$ cat src/rtl/mips_pkg.sv
// rtl/mips_pkg.sv - shared fetch-path types and default addresses for the MIPS mono-cycle core
package mips_pkg;

  typedef enum logic [1:0] {
    BOOT,
    RUN,
    HALTED
  } fetch_state_t;

  typedef enum logic [2:0] {
    SEL_SEQ,
    SEL_BR,
    SEL_J,
    SEL_JR,
    SEL_EXC
  } pc_sel_t;

  localparam logic [31:0] DEF_RESET_PC   = 32'h0000_1000;
  localparam logic [31:0] DEF_EXC_VECTOR = 32'h8000_0180;

  // J-type target: region bits come from the delay-slot address, not from pc
  function automatic logic [31:0] jump_target(input logic [3:0]  region,
                                              input logic [25:0] index);
    return {region, index, 2'b00};
  endfunction

endpackage

$ cat src/rtl/pc_next_sel.sv
// rtl/pc_next_sel.sv - combinational next-PC priority mux with jump-target formation and misalign check
// Optional: PC_MISALIGN_TRAP_EN turns misaligned jr/branch targets into an exception redirect.
module pc_next_sel
  import mips_pkg::*;
#(
  parameter logic [31:0] EXC_VECTOR = DEF_EXC_VECTOR
) (
  input  logic [31:0] pc,
  input  logic        exception,
  input  logic        jr,
  input  logic [31:0] jr_target,
  input  logic        jump,
  input  logic [25:0] jump_index,
  input  logic        branch_taken,
  input  logic [31:0] pc_branch,
  output logic [31:0] pc_plus4,
  output logic [31:0] next_pc,
  output logic        misaligned
);

  pc_sel_t     sel;
  logic [31:0] target;
  logic        raw_mis;

  assign pc_plus4 = pc + 32'd4;

  always_comb begin
    sel = SEL_SEQ;
    if (exception)         sel = SEL_EXC;
    else if (jr)           sel = SEL_JR;
    else if (jump)         sel = SEL_J;
    else if (branch_taken) sel = SEL_BR;
  end

  always_comb begin
    target = pc_plus4;
    case (sel)
      SEL_EXC: target = EXC_VECTOR;
      SEL_JR:  target = jr_target;
      SEL_J:   target = jump_target(pc_plus4[31:28], jump_index);
      SEL_BR:  target = pc_branch;
      default: target = pc_plus4;
    endcase
  end

  // only register/adder-supplied targets can arrive unaligned
  assign raw_mis = ((sel == SEL_JR) || (sel == SEL_BR)) && (target[1:0] != 2'b00);

`ifdef PC_MISALIGN_TRAP_EN
  assign misaligned = raw_mis;
  assign next_pc    = raw_mis ? EXC_VECTOR : target;
`else
  assign misaligned = 1'b0;
  assign next_pc    = raw_mis ? {target[31:2], 2'b00} : target;
`endif

endmodule

$ cat src/rtl/pc_fetch_unit.sv
// rtl/pc_fetch_unit.sv - PC register, fetch FSM and accepted-fetch counter for the MIPS mono-cycle core
// Optional: PC_MISALIGN_TRAP_EN (handled in pc_next_sel) traps misaligned jr/branch targets.
module pc_fetch_unit #(
  parameter logic [31:0] RESET_PC   = mips_pkg::DEF_RESET_PC,
  parameter logic [31:0] EXC_VECTOR = mips_pkg::DEF_EXC_VECTOR,
  parameter int unsigned CNT_W      = 32
) (
  input  logic             clk,
  input  logic             rst_n,
  input  logic             if_ready,
  input  logic             branch_taken,
  input  logic [31:0]      pc_branch,
  input  logic             jump,
  input  logic [25:0]      jump_index,
  input  logic             jr,
  input  logic [31:0]      jr_target,
  input  logic             exception,
  input  logic             halt,
  output logic [31:0]      pc,
  output logic [31:0]      pc_plus4,
  output logic             if_valid,
  output logic [CNT_W-1:0] fetch_count,
  output logic             misaligned
);

  import mips_pkg::*;

  fetch_state_t state;
  logic         exc_pend;
  logic         exc_req;
  logic         fire;
  logic [31:0]  next_pc;
  logic         sel_mis;

  assign fire    = if_valid & if_ready;
  assign exc_req = exception | exc_pend;

  pc_next_sel #(
    .EXC_VECTOR (EXC_VECTOR)
  ) u_next_sel (
    .pc           (pc),
    .exception    (exc_req),
    .jr           (jr),
    .jr_target    (jr_target),
    .jump         (jump),
    .jump_index   (jump_index),
    .branch_taken (branch_taken),
    .pc_branch    (pc_branch),
    .pc_plus4     (pc_plus4),
    .next_pc      (next_pc),
    .misaligned   (sel_mis)
  );

  always_ff @(posedge clk or negedge rst_n) begin
    if (!rst_n) begin
      state       <= BOOT;
      pc          <= RESET_PC;
      if_valid    <= 1'b0;
      fetch_count <= '0;
      misaligned  <= 1'b0;
      exc_pend    <= 1'b0;
    end else begin
      misaligned <= fire & sel_mis;
      if (fire) fetch_count <= fetch_count + {{(CNT_W-1){1'b0}}, 1'b1};

      case (state)
        BOOT: begin
          // a trap arriving before the first fetch is held until RUN
          state    <= RUN;
          if_valid <= 1'b1;
          if (exception) exc_pend <= 1'b1;
        end
        RUN, HALTED: begin
          if (exc_req) begin
            pc       <= EXC_VECTOR;
            state    <= RUN;
            if_valid <= 1'b1;
            exc_pend <= 1'b0;
          end else if (fire) begin
            pc <= next_pc;
            if (halt) begin
              state    <= HALTED;
              if_valid <= 1'b0;
            end
          end
        end
        default: begin
          state    <= BOOT;
          if_valid <= 1'b0;
        end
      endcase
    end
  end

endmodule

$ cat config.mk
export PLATFORM = sky130hd
export DESIGN_NAME = pc_fetch_unit
export DESIGN_NICKNAME = d
export VERILOG_FILES = /design/src/rtl/mips_pkg.sv /design/src/rtl/pc_next_sel.sv /design/src/rtl/pc_fetch_unit.sv
export SDC_FILE = /design/constraint.sdc
export NUM_CORES = 1
export LEC_CHECK = 0
export ABC_AREA = 1
export ABC_CLOCK_PERIOD_IN_PS = 4550
export CAP_MARGIN = 20
export CORE_MARGIN = 5
export CORE_UTILIZATION = 48
export DETAILED_ROUTE_END_ITERATION = 10
export GPL_ROUTABILITY_DRIVEN = 0
export GPL_TIMING_DRIVEN = 0
export PLACE_DENSITY = 0.93
export SYNTH_ARGS = -nofsm -noshare
export SYNTH_HDL_FRONTEND = slang
export SYNTH_SLANG_ARGS = --single-unit
$ cat constraint.sdc
create_clock -name clk -period 4.55 [get_ports clk]
set_input_delay 0.455 -clock clk [delete_from_list [all_inputs] [get_ports clk]]
set_output_delay 0.455 -clock clk [all_outputs]
set_load 0.02 [all_outputs]
==> qor.yml <==
critical_path:
  crit_chain: "nand2_1, nor2_1, nand2_1, nor2_2, nand4_1, nand2b_1, and2_1, clkdlybuf4s50_1"
  cp_slowest_stage_delay_ns: 0.59
  slowest_stage: "dfstp_2"
  cp-end-kind: "output pin"
  timing.rr.end: "pc[31]$_DFFE_PN0P_"
  ff2ff_path_depth: 10
  crit_family: "simple AND/OR/NAND/NOR gates"
  critPathBufInv: 1
  critPathMostFrequentCell: "nand2_1"
  rrSetupSlack_ns: 2.61
  crit_fanout: 6
  cp.arrival_ns: 2.66
  worstSetupPathType: "reg -> out"
  setup.worst_path.start_class: "flip-flop"
  r2r-start: "state[0]$_DFFE_PN0P_"
  required_ns: 4.09
floorplanning:
  ios: 196
  rows: 37
  coreArea_um2: 10300
  die_w_um: 112
  floorplan.initialDensity_pct: 49.0
  fp.dieH_um: 112
  die_area_um2: 12600
cts:
  clockRootBuffer: "clkbuf_8"
  cts_buffer_depth: 2
  cts_sinks: 67
  postCtsHoldBufs: 0
  cts_resized: 0
  cts_max_level: 3
  cts_buffers: 9
  cts_tree: "built"
  cts_setup_buffers: 0
  clk_pin_slew_ns: 0.08
  insertion_delay_ns: 0.35
placement:
  hpwl_um: 14200
  port_buffers: 194
  pre_cts_ws_ns: 1.85
  dpl_cell_area_um2: 7140
sta:
  worst_pin_slew_ns: 0.878
  period_share_pct: 68.4
  finClkSkew_ns: 0.0162
  fin_crit_ns: 3.11
  setup_ws_ns: 1.44
  fin_setup_tns_ns: 0
  relSlewSlack_pct: 41.5
  rsz0062_at_grt: "false"
  fmax_mhz: 321
  slew_violations: 0
  finalSetupViolCount: 0
  finalHoldViolations: 0
outcome:
  outcome: "finished clean"
synth:
  ys.flop_type: "dfrtp_1"
  ys_seq_elements: 67
  synth_edf_count: 0
  yosysSeqAreaShare_pct: 33.3
  yosysUniqueCellTypes: 38
  syn_nets: 893
  synth_cells: 791
  postSynth.asyncResetShare_pct: 100
  yosys_warnings: 0
  synth_area_um2: 5030
  synth_area_per_cell_um2: 6.36
route:
  antenna_left: 0
  first_pass_iters: 5
  wl_um: 18100
  drc: 0
  wire_per_inst_um: 15.9
  drt-initial-drc-count: 413
  vias: 5926
  vias_per_cell: 5.21
power:
  leakagePower_nw: 3.37
  vdd_drop_max_mv: 0.400
  p_total_mw: 2.92
  powerDensity_nw_per_um2: 398
final_layout:
  design_area_um2: 7340
  antenna_cells: 0
  final_layout_size_suffix_gt1_share_pct: 6.79
  final_core_util_pct: 71.5
  final_cell_mix: "nand2_1 (320), clkdlybuf4s50_1 (193), inv_1 (87)"
  layout.cells.most_common: "nand2_1"
  area_growth_pct: 46.0
  fin_nets: 1098
global_routing:
  grt_pass1_vias: 5918
  antenna_found_initial: 0
  grt_max_degree: 68
  grtUsageTotal_pct: 28.7
  grt_overflow: 0
  grt_first_pass_wirelength_um: 29400
job:
  drv_cap: 0
worst_hold_path:
  holdCritPathClass: "in -> async"
-- worst max path at each step --
stage	startpoint	endpoint	slack (ns)	cells after the start
2_1_floorplan	pc[3]$_DFFE_PN0P_	pc_plus4[18]	2.53	8
3_3_place_gp	rst_n	fetch_count[24]$_DFFE_PN0P_	0.72	1
3_5_place_dp	pc[12]$_DFFE_PN1P_	pc_plus4[31]	1.85	8
4_1_cts	pc[12]$_DFFE_PN1P_	pc_plus4[31]	1.45	8
5_1_grt	pc[12]$_DFFE_PN1P_	pc_plus4[31]	1.32	8
6_report	pc[12]$_DFFE_PN1P_	pc_plus4[31]	1.44	8
-- metal layers --
| layer | track usage [%] | vias up | routed length (um) |
|---|---|---|---|
| li1 | - | 2882 | - |
| met1 | 36.5 | 2710 | 7320 |
| met2 | 47.9 | 288 | 8610 |
| met3 | 7.39 | 46 | 1650 |
| met4 | 9.13 | 0 | 501 |
| met5 | 0 | - | 0 |
-- synthesized netlist by cell type, drive strengths merged, types with 2 or more instances --
cell type	count	area, um^2
dfrtp	66	1650
nand2	328	1260
a21oi	16	80.1
ha	4	50.1
nand4	12	75.1
o22ai	2	12.5
o211ai	4	30.0
nor2	91	439
buf	18	101
xnor2	9	78.8
clkbuf	2	7.51
a31oi	2	12.5
inv	90	338
xor2	22	193
o21ai	42	210
nand3b	3	22.5
nand3	58	295
nor3	13	81.3
-- state kept, by name, summed over array words and instances, names as in the netlist --
name / count
fetch_count: 32
pc: 32
state: 2
exc_pend: 1
-- area by class of cell --
type	instances	area (um^2)
Timing Repair Buffer	194	1940
Tap cell	136	170
Fill cell	842	2930
Sequential cell	67	1680
Multi-Input combinational cell	614	2910
Clock inverter	5	61.3
Buffer	20	109
Clock buffer	11	141
Inverter	90	338
-- where the power goes --
part | internal (mW) | total, mW | switching, mW
Sequential | 0.726 | 0.922 | 0.195
Combinational | 0.629 | 1.48 | 0.853
Clock | 0.271 | 0.516 | 0.244
Total | 1.63 | 2.92 | 1.29
-- cells by family (layout without fill, tap and decap cells) --
logic type      count (synthesis)  in the layout  synth area share, %
other cells                     1              1               0.0745
compound gates                 70             70                 7.71
simple gates                  508            508                 43.6
flops                          67             67                 33.3
fa+ha+maj                       4              4                0.995
buf+inv                       110            320                 8.88
xor+xnor                       31             31                 5.40
-- stage by stage --
| step | hold slack [ns] | instances |
|---|---|---|
| 2_1_floorplan | 0.159 | 791 |
| 3_3_place_gp | 0.461 | 1121 |
| 3_5_place_dp | 0.474 | 1121 |
| 4_1_cts | 0.246 | 1137 |
| 5_1_grt | 0.291 | 1137 |
| 6_report | 0.225 | 1137 |
Note: power is estimated with default switching activity, not from simulation.
==> variant 1 (same settings) <==
Add a define of `PC_MISALIGN_TRAP_EN`.
--- a/src/rtl/pc_next_sel.sv
+++ b/src/rtl/pc_next_sel.sv
@@ -2,2 +2,4 @@
 // Optional: PC_MISALIGN_TRAP_EN turns misaligned jr/branch targets into an exception redirect.
+`define PC_MISALIGN_TRAP_EN
+
 module pc_next_sel
Function: changed (Yosys sat finds a counterexample within 4 cycles, from zero or initial values and one cycle with rst_n low).
==> variant 1 against the unedited design <==
- die area grew 2.3%
- sequential cell count grew 1
- setup slack lost 0.14 ns
- sequential share of layout area shrank 0.086 points
- routed wire length grew 3.3%
- synthesized area grew 2.5%
- core utilization grew 0.37 points
- total power shrank 9.2%
- count of clock-buffer cells in the layout is the same
- non-clock buffer count grew 1
- final cell count grew 2.6%
- fmax shrank 4.2%
- final area grew 1.9%
- critical path type unchanged
- largest power group unchanged
- highest routed layer unchanged
==> variant 1: results <==
metrics = {
    "logic_synthesis": {
        "synth_compound_area_share_pct": 7.13,
        "synth-xor-area-share_pct": 5.26,
        "synthAdderAreaFrac_pct": 0.970,
        "synthTopCellsByArea": "dfrtp_1 (33%), nand2_1 (25%), nand3_1 (6.1%)",
        "synth_nets": 921,
        "ys_seq_area_share_pct": 33.0,
        "synth.area.mux_share_pct": 0,
        "synth.avg_cell_area_um2": 6.30,
        "synth_commonest_cells": "nand2_1 (346), nor2_1 (79), inv_1 (76)",
    },
    "cells_and_area": {
        "drive_above_1_share_pct": 6.02,
        "final_net_count": 1127,
        "finalNonFillerCells": 1166,
        "fillers": 855,
    },
    "routing": {
        "routedWlPerCell_um": 16.0,
        "avgViaCountPerCell": 5.31,
        "drt_iter0_markers": 555,
    },
    "worst_setup_path": {
        "cp.arrival_ns": 2.80,
        "timing.rr.end": "pc[22]$_DFFE_PN0P_",
        "endpoint": "pc_plus4[28]",
        "rrSetupSlack_ns": 2.35,
        "cpMaxStageDelayCell": "clkdlybuf4s50_1",
        "critPathMaxFanout": 7,
        "rr_worst_depth": 8,
        "critPathTopFamily": "simple AND/OR/NAND/NOR gates",
        "startpoint": "pc[2]$_DFFE_PN0P_",
    },
    "grt": {
        "grt_max_degree": 69,
        "grt_first_pass_wirelength_um": 29400,
        "grt_pass1_vias": 5874,
        "grt_use_total_pct": 28.5,
    },
    "pwr": {
        "p_leak_nw": 3.36,
        "clock_power_uw": 520,
        "power_frac_comb_pct": 48.1,
        "p_switching_mw": 1.16,
        "irDropWorstVdd_mv": 0.378,
        "total_power_mw": 2.65,
    },
    "sta": {
        "finClkSkew_ns": 0.0136,
        "fin_crit_ns": 3.25,
        "holdWs_ns": 0.187,
        "slew_headroom_pct": 40.1,
    },
    "place": {
        "dp_hpwl_um": 14800,
        "io_buffers": 195,
        "preCtsSetupSlack_ns": 1.70,
        "place_area_mm2": 0.00728,
    },
    "status": {
        "status": "completed",
    },
    "cts": {
        "cts_max_path_buffers": 2,
    },
}
variant 1: worst register-to-register path: cells and delay by family (launching register included):
family	cells	cell delay, ns
AND/OR/NAND/NOR	4	0.57
adder cells (fa/ha/maj)	1	0.34
buffers and inverters	3	0.81
flip-flops	1	0.42
variant 1: routing by layer:
metal	wire length, um	GRT usage, %	part of all wire, %
met1	7680	37.4	41
met3	1470	5.99	7.9
met5	0	0	0
met4	523	9.38	2.8
met2	9010	46.9	48
variant 1: final cells by class:
class / instances / area [um2] / share of cell area, %
Buffer: 20 / 113 / 1.51
Clock buffer: 11 / 141 / 1.89
Inverter: 80 / 300 / 4.01
Timing Repair Buffer: 195 / 1950 / 26.1
Clock inverter: 5 / 61.3 / 0.820
Tap cell: 136 / 170 / 2.27
Sequential cell: 68 / 1700 / 22.8
Multi-Input combinational cell: 651 / 3040 / 40.7
variant 1: logic make-up after synthesis:
group / count (synthesis)
flops: 68
fa+ha+maj: 4
simple gates: 557
buf+inv: 100
compound gates: 59
xor+xnor: 31
==> variant 2 (same flow settings) <==
Without the edit above. Register the input `jr_target` before use, with the module's reset. The logic sees it one clock later. The other inputs are not delayed to match.
--- a/src/rtl/pc_fetch_unit.sv
+++ b/src/rtl/pc_fetch_unit.sv
@@ -27,2 +27,12 @@
 
+  logic [31:0] jr_target_q;
+
+  always_ff @(posedge clk or negedge rst_n) begin
+    if (!rst_n) begin
+      jr_target_q <= '0;
+    end else begin
+      jr_target_q <= jr_target;
+    end
+  end
+
   fetch_state_t state;
@@ -43,3 +53,3 @@
     .jr           (jr),
-    .jr_target    (jr_target),
+    .jr_target    (jr_target_q),
     .jump         (jump),
Function: changed (a bounded check fails within 4 cycles, from zero or initial values and one cycle with rst_n low).
==> variant 2 against the unedited design <==
- sequential cell count grew 32
- final area increased by 13%
- setup slack better by 0.055 ns
- total power rose by 15%
- final cell count up 0.70%
- synthesized area grew 16%
- routed wire length up 5.1%
- fmax grew 1.8%
- critical path depth did not move
- clock skew shrank 0.0030 ns
- critical endpoint unchanged
- highest routed layer unchanged
==> variant 2: results <==
metrics = {
    "status": {
        "status": "completed",
    },
    "place": {
        "preCtsSetupSlack_ns": 1.92,
        "place_area_mm2": 0.00799,
        "dp_cells": 1129,
    },
    "grt": {
        "grt_first_pass_wirelength_um": 30400,
        "grt_pass1_vias": 6215,
        "grt_use_total_pct": 26.3,
    },
    "routing": {
        "wl_um": 19000,
        "vias": 6141,
        "drt_iter0_markers": 551,
    },
    "worst_setup_path": {
        "timing.rr.end": "pc[13]$_DFFE_PN0P_",
        "critPathMaxFanout": 5,
        "rr_worst_depth": 8,
        "rrSetupSlack_ns": 2.58,
    },
    "sta": {
        "period_share_pct": 67.2,
        "finClkSkew_ns": 0.0132,
        "slew_headroom_pct": 53.2,
    },
    "pwr": {
        "p_leak_nw": 3.81,
        "irDropWorstVdd_mv": 0.237,
    },
    "cells_and_area": {
        "fillers": 924,
        "drive_above_1_share_pct": 9.02,
    },
    "logic_synthesis": {
        "synth_nets": 889,
        "ys_seq_area_share_pct": 42.4,
        "synth.avg_cell_area_um2": 7.42,
        "synth_commonest_cells": "nand2_1 (281), dfrtp_1 (98), inv_1 (82)",
        "synthTopCellsByArea": "dfrtp_1 (42%), nand2_1 (18%), inv_1 (5.3%)",
    },
    "cts": {
        "cts_root_buffer": "clkbuf_16",
    },
}
-- variant 2: cell types whose count changed in the layout (fill, tap and decap cells not counted), moves of 5 or more --
| cell | change |
|---|---|
| a21oi_1 | -13 |
| inv_1 | -5 |
| nor2_4 | +6 |
| dfrtp_1 | +32 |
| nor2_1 | -15 |
| nor3_1 | -5 |
| clkbuf_16 | +9 |
| inv_2 | +5 |
| nand2_1 | -39 |
| clkbuf_8 | -9 |
-- variant 2: kinds of logic after synthesis --
family / after synthesis / synth area share, %
flip-flops: 99 / 42.4
AND/OR/NAND/NOR: 474 / 37.4
adder cells (fa/ha/maj): 4 / 0.857
XOR/XNOR: 37 / 5.68
AO/OA/AOI/OAI: 64 / 6.06
buffers and inverters: 108 / 7.46
other: 1 / 0.0642
-- variant 2: per-layer routing --
metal	wire [um]	vias up	GRT usage, %
met2	9230	386	44.8
met4	721	0	12.0
met3	2010	59	7.30
met5	0	-	0
met1	7050	2815	30.9
li1	-	2881	-
-- variant 2: power groups by stage --
| stage | Combinational [mW] | Clock [mW] | Sequential (mW) |
|---|---|---|---|
| after CTS | 1.33 | 0.838 | 1.19 |
| after floorplan | 0.575 | 0 | 1.29 |
| final | 1.34 | 0.831 | 1.20 |
| after global routing | 1.44 | 0.876 | 1.21 |
| after global placement | 1.29 | 0 | 1.20 |
| after detailed placement | 1.32 | 0 | 1.20 |
-- variant 2: cell type report --
cell class | instances | area share [%]
Buffer | 18 | 1.17
Clock buffer | 10 | 2.88
Clock inverter | 6 | 0.979
Inverter | 90 | 4.07
Multi-Input combinational cell | 580 | 35.2
Sequential cell | 99 | 29.8
Tap cell | 147 | 2.21
Timing Repair Buffer | 195 | 23.7
